## src/rtl/vga_fb_scheduler.sv

```systemverilog
// VGA timing generator and single-port frame-buffer arbiter: display scan-out
// owns the pixel slot at phase 0 of every active pixel, the CPU port gets every other slot.
module vga_fb_scheduler #(
    parameter int PIX_DIV  = 4,
    parameter int H_ACTIVE = 640,
    parameter int H_FP     = 16,
    parameter int H_SYNC   = 96,
    parameter int H_BP     = 48,
    parameter int V_ACTIVE = 480,
    parameter int V_FP     = 10,
    parameter int V_SYNC   = 2,
    parameter int V_BP     = 33,
    parameter int ADDR_W   = 19
) (
    input  logic              CLK,
    input  logic              RESET,
    input  logic              cpu_req,
    input  logic              cpu_we,
    input  logic [ADDR_W-1:0] cpu_addr,
    input  logic [7:0]        cpu_wdata,
    output logic              cpu_ack,
    output logic [7:0]        cpu_rdata,
    output logic              cpu_rvalid,
    output logic              ram_en,
    output logic              ram_we,
    output logic [ADDR_W-1:0] ram_addr,
    output logic [7:0]        ram_wdata,
    input  logic [7:0]        ram_rdata,
    output logic              HSYNC,
    output logic              VSYNC,
    output logic [7:0]        RGB,
    output logic              frame_irq
);

    localparam int H_TOTAL = H_ACTIVE + H_FP + H_SYNC + H_BP;
    localparam int V_TOTAL = V_ACTIVE + V_FP + V_SYNC + V_BP;
    localparam int PW      = $clog2(PIX_DIV + 1);
    localparam int HW      = $clog2(H_TOTAL + 1);
    localparam int VW      = $clog2(V_TOTAL + 1);

    localparam logic [PW-1:0]     PH_ZERO  = {PW{1'b0}};
    localparam logic [PW-1:0]     PH_ONE   = PW'(1'b1);
    localparam logic [PW-1:0]     PH_LAST  = PW'(PIX_DIV - 1);
    localparam logic [HW-1:0]     H_ZERO   = {HW{1'b0}};
    localparam logic [HW-1:0]     H_ONE    = HW'(1'b1);
    localparam logic [HW-1:0]     H_LAST   = HW'(H_TOTAL - 1);
    localparam logic [HW-1:0]     H_ACT    = HW'(H_ACTIVE);
    localparam logic [VW-1:0]     V_ZERO   = {VW{1'b0}};
    localparam logic [VW-1:0]     V_ONE    = VW'(1'b1);
    localparam logic [VW-1:0]     V_LAST   = VW'(V_TOTAL - 1);
    localparam logic [VW-1:0]     V_ACT    = VW'(V_ACTIVE);
    localparam logic [VW-1:0]     V_IRQ    = VW'(V_ACTIVE - 1);
    localparam logic [ADDR_W-1:0] FB_ZERO  = {ADDR_W{1'b0}};
    localparam logic [ADDR_W-1:0] FB_ONE   = {{(ADDR_W-1){1'b0}}, 1'b1};

    // True when pos lies in the half-open window [lo, hi).
    function automatic logic in_window(input int unsigned pos,
                                       input int unsigned lo,
                                       input int unsigned hi);
        return (pos >= lo) && (pos < hi);
    endfunction

    logic [PW-1:0]     ph_q, ph_d;
    logic [HW-1:0]     h_q, h_d;
    logic [VW-1:0]     v_q, v_d;
    logic [ADDR_W-1:0] fb_addr_q, fb_addr_d;
    logic [7:0]        rgb_q, rgb_d;
    logic              hsync_q, hsync_d;
    logic              vsync_q, vsync_d;
    logic              irq_q, irq_d;
    logic              rvalid_q, rvalid_d;

    logic ph_wrap_s, h_wrap_s, v_wrap_s, active_s, disp_slot_s, cpu_ack_s;

    // Position decode shared by the arbiter and the counters.
    always_comb begin
        ph_wrap_s   = (ph_q == PH_LAST);
        h_wrap_s    = (h_q == H_LAST);
        v_wrap_s    = (v_q == V_LAST);
        active_s    = (h_q < H_ACT) && (v_q < V_ACT);
        disp_slot_s = (ph_q == PH_ZERO) && active_s;
        cpu_ack_s   = RESET && cpu_req && !disp_slot_s;
    end

    // RAM port mux: the display slot always wins, the CPU takes any other cycle.
    always_comb begin
        ram_en    = 1'b0;
        ram_we    = 1'b0;
        ram_addr  = FB_ZERO;
        ram_wdata = 8'h00;
        if (RESET && disp_slot_s) begin
            ram_en   = 1'b1;
            ram_addr = fb_addr_q;
        end else if (cpu_ack_s) begin
            ram_en    = 1'b1;
            ram_we    = cpu_we;
            ram_addr  = cpu_addr;
            ram_wdata = cpu_we ? cpu_wdata : 8'h00;
        end else begin
            ram_en = 1'b0;
        end
    end

    // Phase, pixel and line counters.
    always_comb begin
        ph_d = ph_wrap_s ? PH_ZERO : ph_q + PH_ONE;
        h_d  = h_q;
        v_d  = v_q;
        if (ph_wrap_s) begin
            h_d = h_wrap_s ? H_ZERO : h_q + H_ONE;
            if (h_wrap_s) begin
                v_d = v_wrap_s ? V_ZERO : v_q + V_ONE;
            end else begin
                v_d = v_q;
            end
        end else begin
            h_d = h_q;
        end
    end

    // Scan-out address walks linearly through the visible area and rewinds per frame.
    always_comb begin
        fb_addr_d = fb_addr_q;
        if (disp_slot_s) begin
            fb_addr_d = fb_addr_q + FB_ONE;
        end else if (ph_wrap_s && h_wrap_s && v_wrap_s) begin
            fb_addr_d = FB_ZERO;
        end else begin
            fb_addr_d = fb_addr_q;
        end
    end

    // Pixel outputs update once per pixel, when the display read data has arrived.
    always_comb begin
        rgb_d   = rgb_q;
        hsync_d = hsync_q;
        vsync_d = vsync_q;
        if (ph_q == PH_ONE) begin
            rgb_d   = active_s ? ram_rdata : 8'h00;
            hsync_d = !in_window(32'(h_q), H_ACTIVE + H_FP, H_ACTIVE + H_FP + H_SYNC);
            vsync_d = !in_window(32'(v_q), V_ACTIVE + V_FP, V_ACTIVE + V_FP + V_SYNC);
        end else begin
            rgb_d = rgb_q;
        end
    end

    // Frame interrupt and CPU read-valid strobes.
    always_comb begin
        irq_d    = ph_wrap_s && h_wrap_s && (v_q == V_IRQ);
        rvalid_d = cpu_ack_s && !cpu_we;
    end

    // State registers.
    always_ff @(posedge CLK or negedge RESET) begin
        if (!RESET) begin
            ph_q      <= PH_ZERO;
            h_q       <= H_ZERO;
            v_q       <= V_ZERO;
            fb_addr_q <= FB_ZERO;
            rgb_q     <= 8'h00;
            hsync_q   <= 1'b1;
            vsync_q   <= 1'b1;
            irq_q     <= 1'b0;
            rvalid_q  <= 1'b0;
        end else begin
            ph_q      <= ph_d;
            h_q       <= h_d;
            v_q       <= v_d;
            fb_addr_q <= fb_addr_d;
            rgb_q     <= rgb_d;
            hsync_q   <= hsync_d;
            vsync_q   <= vsync_d;
            irq_q     <= irq_d;
            rvalid_q  <= rvalid_d;
        end
    end

    // Read data comes straight from the RAM, one cycle after the acked read.
    always_comb begin
        cpu_ack    = cpu_ack_s;
        cpu_rvalid = rvalid_q;
        cpu_rdata  = rvalid_q ? ram_rdata : 8'h00;
        HSYNC      = hsync_q;
        VSYNC      = vsync_q;
        RGB        = rgb_q;
        frame_irq  = irq_q;
    end

endmodule

```

## config.mk

```make
export PLATFORM = sky130hd
export DESIGN_NAME = vga_fb_scheduler
export DESIGN_NICKNAME = d
export VERILOG_FILES = /design/src/rtl/vga_fb_scheduler.sv
export SDC_FILE = /design/constraint.sdc
export NUM_CORES = 1
export LEC_CHECK = 0
export BUFFER_PORTS_ARGS = -buffer_cell sky130_fd_sc_hd__buf_2
export CAP_MARGIN = 20
export CORE_ASPECT_RATIO = 1.1
export CORE_UTILIZATION = 55
export CTS_BUF_LIST = sky130_fd_sc_hd__clkbuf_8
export DETAILED_ROUTE_END_ITERATION = 6
export PLACE_DENSITY = 0.9
export SLEW_MARGIN = 40
export SYNTH_ARGS = -nofsm -noshare
export SYNTH_HDL_FRONTEND = slang
export SYNTH_SLANG_ARGS = --single-unit
```

## constraint.sdc

```tcl
create_clock -name CLK -period 1.8 [get_ports CLK]
set_input_delay 0 -clock CLK [delete_from_list [all_inputs] [get_ports CLK]]
set_output_delay 0 -clock CLK [all_outputs]
set_load 0.02 [all_outputs]
```

; Yosys cells after proc, flatten, opt, wreduce, memory -nomap -nowiden
; Index checks and enable logic that the tools add are counted.
[totals]
regBits = 54
inputBits = 39
out_inout_bits = 50
[classes]
add_sub_neg = 4
order_cmp = 6
n_eq_ne = 5
muxes = 16
reduce_logical = 18
[op_table]
columns = cell, count
row1 = $mux 19, 4
row2 = $mux 8, 5
row3 = $add 10x1->10 const B, 2
row4 = $eq 10x10->1 const B, 2
row5 = $lt 10x10->1 const B, 2
row6 = $lt 10x9->1 const B, 2
row7 = $mux 10, 2
row8 = $add 19x1->19 const B, 1
row9 = $logic_and 1x1->1, 11
row10 = $eq 10x9->1 const B, 1
row11 = $ge 10x10->1 const B, 1
row12 = $ge 10x9->1 const B, 1
row13 = $logic_not 1->1, 4
row14 = $mux 1, 4
row15 = $add 3x1->3 const B, 1
row16 = $eq 3x1->1 const B, 1
row17 = $eq 3x2->1 const B, 1
row18 = $logic_not 3->1, 1
row19 = $mux 3, 1
row20 = $reduce_and 2->1, 1
row21 = $reduce_bool 2->1, 1

; Logic depth before layout (Yosys ltp)
[depth]
ltp_word = 7
depth_mapped = 7
ltp_nobuf = 6

; Worst setup path after synthesis
; Ideal clock, no wire load.
[synth_path]
kind = register to output
from = reg h_q[7]
to = out ram_addr[9]
arrival_ns = 1.652
t_required_ns = 1.800
slack_ns = 0.148
stages_incl_launch_ff = 7
n_path_buf = 2
path_cell_list = dfrtp_1 > o21ai_2 > and4_1 > buf_2 > buf_2 > nand2_1 > a21boi_0
[synth_via]
elab_chain_len = 7
[synth_rtl]
columns = item, line_no
row1 = from (decl), 64  ; logic [HW-1:0] h_q, h_d;
row2 = from (signal assigned), 157  ; h_q <= H_ZERO;
row3 = from (signal assigned), 167  ; h_q <= h_d;
row4 = $lt 10x10->1 *, 80  ; active_s = (h_q < H_ACT) && (v_q < V_ACT);
row5 = $logic_and 1x1->1 *, 80
row6 = $logic_and 1x1->1 *, 81  ; disp_slot_s = (ph_q == PH_ZERO) && active_s;
row7 = $logic_not 1->1, 82  ; cpu_ack_s = RESET && cpu_req && !disp_slot_s;
row8 = $logic_and 1x1->1, 82
row9 = $mux 19, 94  ; end else if (cpu_ack_s) begin
row10 = $mux 19 *, 91  ; if (RESET && disp_slot_s) begin
row11 = to (decl), 26  ; output logic [ADDR_W-1:0] ram_addr,
; Mark *: on every way between the ends. The rest lies on a longest branch, timed or not.

; Worst setup path after layout
[layout_path]
from = reg ph_q[0]
to = out ram_addr[6]
[layout_via]
elab_chain_len = 6
[layout_rtl]
columns = item, line_no
row1 = from (decl), 63  ; logic [PW-1:0] ph_q, ph_d;
row2 = from (signal assigned), 166  ; ph_q <= ph_d;
row3 = $logic_not 3->1 *, 81
row4 = $logic_and 1x1->1 *, 81
row5 = $logic_not 1->1, 82
row6 = $logic_and 1x1->1, 82
row7 = $mux 19, 94
row8 = $mux 19 *, 91
; Marks and branches as above.

==> results.toml <==
[die]
fp.coreArea_um2 = 5806
ios = 89
fp.dieH_um = 83.60
rows = 29
die_w_um = 76.19
fp.dieArea_um2 = 6369
initial_core_util_pct = 57.35

[critical_path]
cp_max_fo = 5
endpoint_kind = "output pin"
r2r_start = "ph_q[0]$_DFF_PN0_"
start_kind = "flip-flop"
rrSetupSlack_ns = -0.01
worstSetupPathType = "reg -> out"
crit_start = "ph_q[0]$_DFF_PN0_"
critPathArrivalTime_ns = 1.92
cp.required_ns = 1.80

[place]
placed_cells = 511
place_congestion = 0.8032
port_buffers = 88
dp.final_hpwl_um = 5603
preCtsSetupSlack_ns = -0.01232
place_area_um2 = 3884

[cells_and_area]
design_area_um2 = 4413
final_common_cell = "buf_2"
fin_cells = 543
fin_util_pct = 76.01
fillers = 365
nets = 512
drive_gt1_share_pct = 38.41
final_cell_mix = "buf_2 (68), dfrtp_1 (47), buf_4 (38)"
syn2layout_area_growth_pct = 32.54
diodes = 0

[power_and_ir_drop]
pwr_density_cell_nw_per_um2 = 492.8
leakagePower_nw = 2.096
peakVddDrop_v = 0.0003837
total_power_mw = 2.175

[timing]
rsz0062_at_grt = "yes"
finalHoldViolCount = 0
clock.fmax_mhz = 520.3
fin_setup_tns_ns = -0.8326
worst_clock_skew_ns = 0.01996
fin_crit_sh_pct = 106.8
whs_ns = 0.1169
max_slew_margin_pct = 62.30
worstMarginPinSlew_ns = 0.5624
setup_viol = 11
finalWorstSetupSlack_ns = -0.1219
min_period_ns = 1.922
drv_slew = 0

[global_routing]
grt_pass1_vias = 3142
grt_usage_pct = 29.66
grt_max_degree = 33
overflow = 0
antenna_found_initial = 0
grt_first_pass_wirelength_um = 15140

[cts]
numClockSinks = 54
clk_latency_ns = 0.32
cts_root_buffer = "clkbuf_8"
clk_path_buf_depth = 2
clkTransAtPathRegs_ns = 0.10
cts_made_buffers = 5
tritoncts = "done"
cts_max_level = 2

[detailed_routing]
firstDrtPassIters = 5
avgRoutedWirePerCell_um = 17.57
vias = 3367
viasPerCell = 6.201
routed_wl_um = 9538
drc = 0
drt_iter0_markers = 236
antenna_left = 0

[synthesis]
ys.flop_type = "dfrtp_1"
synth_top_area_cell = "dfrtp_1"
ys_ff_latch = 54
syn_inst = 354
synth_edf_count = 0
ys_types = 55
seq_area_frac_synth_pct = 40.66
syn_area_per_cell_um2 = 9.405
synth_nets = 401
synth_top_area_share_pct = 39.08
yosysWarningCount = 0
syn_area_um2 = 3329
synth_area_leaders = "dfrtp_1 (39%), a21boi_0 (4.7%), nand3_1 (4.4%)"
synthArstFlopShare_pct = 100.0

[outcome]
violations = "negative setup slack"
status = "finished, violations left"

[job]
maxCapViolations = 0

[hold_path]
min_path_type = "in -> async"
## per-layer routing
layer / vias up / GRT usage (%) / wire length (µm)
met1: 1628 / 38.25 / 3843
met3: 31 / 5.246 / 641
li1: 1519 / - / -
met5: - / 0 / 0
met4: 0 / 14.69 / 246
met2: 189 / 48.18 / 4806
## worst max-delay path: stages (launching register included)
cell	delay, ns
dfrtp_1	0.41
buf_6	0.13
inv_4	0.05
ha_4	0.13
and4_4	0.26
buf_6	0.14
buf_16	0.12
nand2_1	0.05
a21boi_1	0.16
buf_4	0.17
## power by group
| group | leakage [nW] | internal [mW] | switching, mW |
|---|---|---|---|
| logic | 1.36 | 0.114 | 0.130 |
| registers | 0.691 | 1.22 | 0.00527 |
| clock network | 0.0497 | 0.274 | 0.431 |
| total | 2.10 | 1.61 | 0.566 |
## kinds of logic (layout without fill, tap and decap cells)
kind of cell	count (synthesis)	in the layout	share of synthesized area, %
AOI/OAI and AO/OA	92	92	19.50
xor gates and xnor gates	9	9	2.368
adders and majority gates	8	8	3.007
buffers and inverters	36	148	5.449
DFF	54	54	40.66
muxes	3	3	0.9020
and+or+nand+nor	152	152	28.11
## path summary, 6_finish.rpt
path / to / cells past startpoint
min in group CLK: cpu_rvalid$_DFF_PN0_ / 3
worst max-delay path: ram_addr[6] / 9
worst min register to register: h_q[2]$_DFFE_PN0N_ / 1
worst max register to register: fb_addr_q[10]$_DFFE_PN0P_ / 8
max in group asynchronous: HSYNC$_DFFE_PN1N_ / 4
worst min-delay path: fb_addr_q[10]$_DFFE_PN0P_ / 2
## flip-flops by register name (all words and copies together) (netlist names)
| register | flops |
|---|---|
| HSYNC | 1 |
| RGB | 8 |
| VSYNC | 1 |
| cpu_rvalid | 1 |
| fb_addr_q | 19 |
| frame_irq | 1 |
| h_q | 10 |
| ph_q | 3 |
| v_q | 10 |
## cell usage after synthesis (3+ instances only)
cell,n
a31oi_1,13
o21ai_0,14
mux2i_1,3
nand3_2,3
a31o_2,3
o221ai_1,4
buf_2,11
and3_1,8
nand4_1,12
and4_1,6
a22o_1,9
and2_1,22
buf_6,3
xnor2_1,8
a41oi_1,4
nand3_1,29
nor2_1,9
dfrtp_1,52
inv_1,13
a21oi_1,11
nand2_1,35
a21boi_0,21
clkbuf_1,5
or3_1,3
nor3_1,3
o21a_1,3
ha_1,8
a21o_1,3
## area by class of cell
class | instances | area (µm²) | area share (%)
well taps | 77 | 96.34 | 2.183
repair buffers | 127 | 905.9 | 20.53
clock inverters | 3 | 17.52 | 0.3969
inverters | 13 | 51.30 | 1.162
flip-flops and latches | 54 | 1360 | 30.82
clock buffers | 5 | 68.82 | 1.559
multi-input cells | 264 | 1913 | 43.35
## what timing repair did
action / 4_1_cts / 5_1_grt
setup buffers: 6 / 7
gates cloned: 3 / 1
hold endpoints to repair: 50 / 0
setup endpoints to repair: 32 / 54
gates resized for setup: 63 / 28
pin swaps: 4 / 10
hold buffers: 10 / 0
Power figures use the tool's default switching activity.
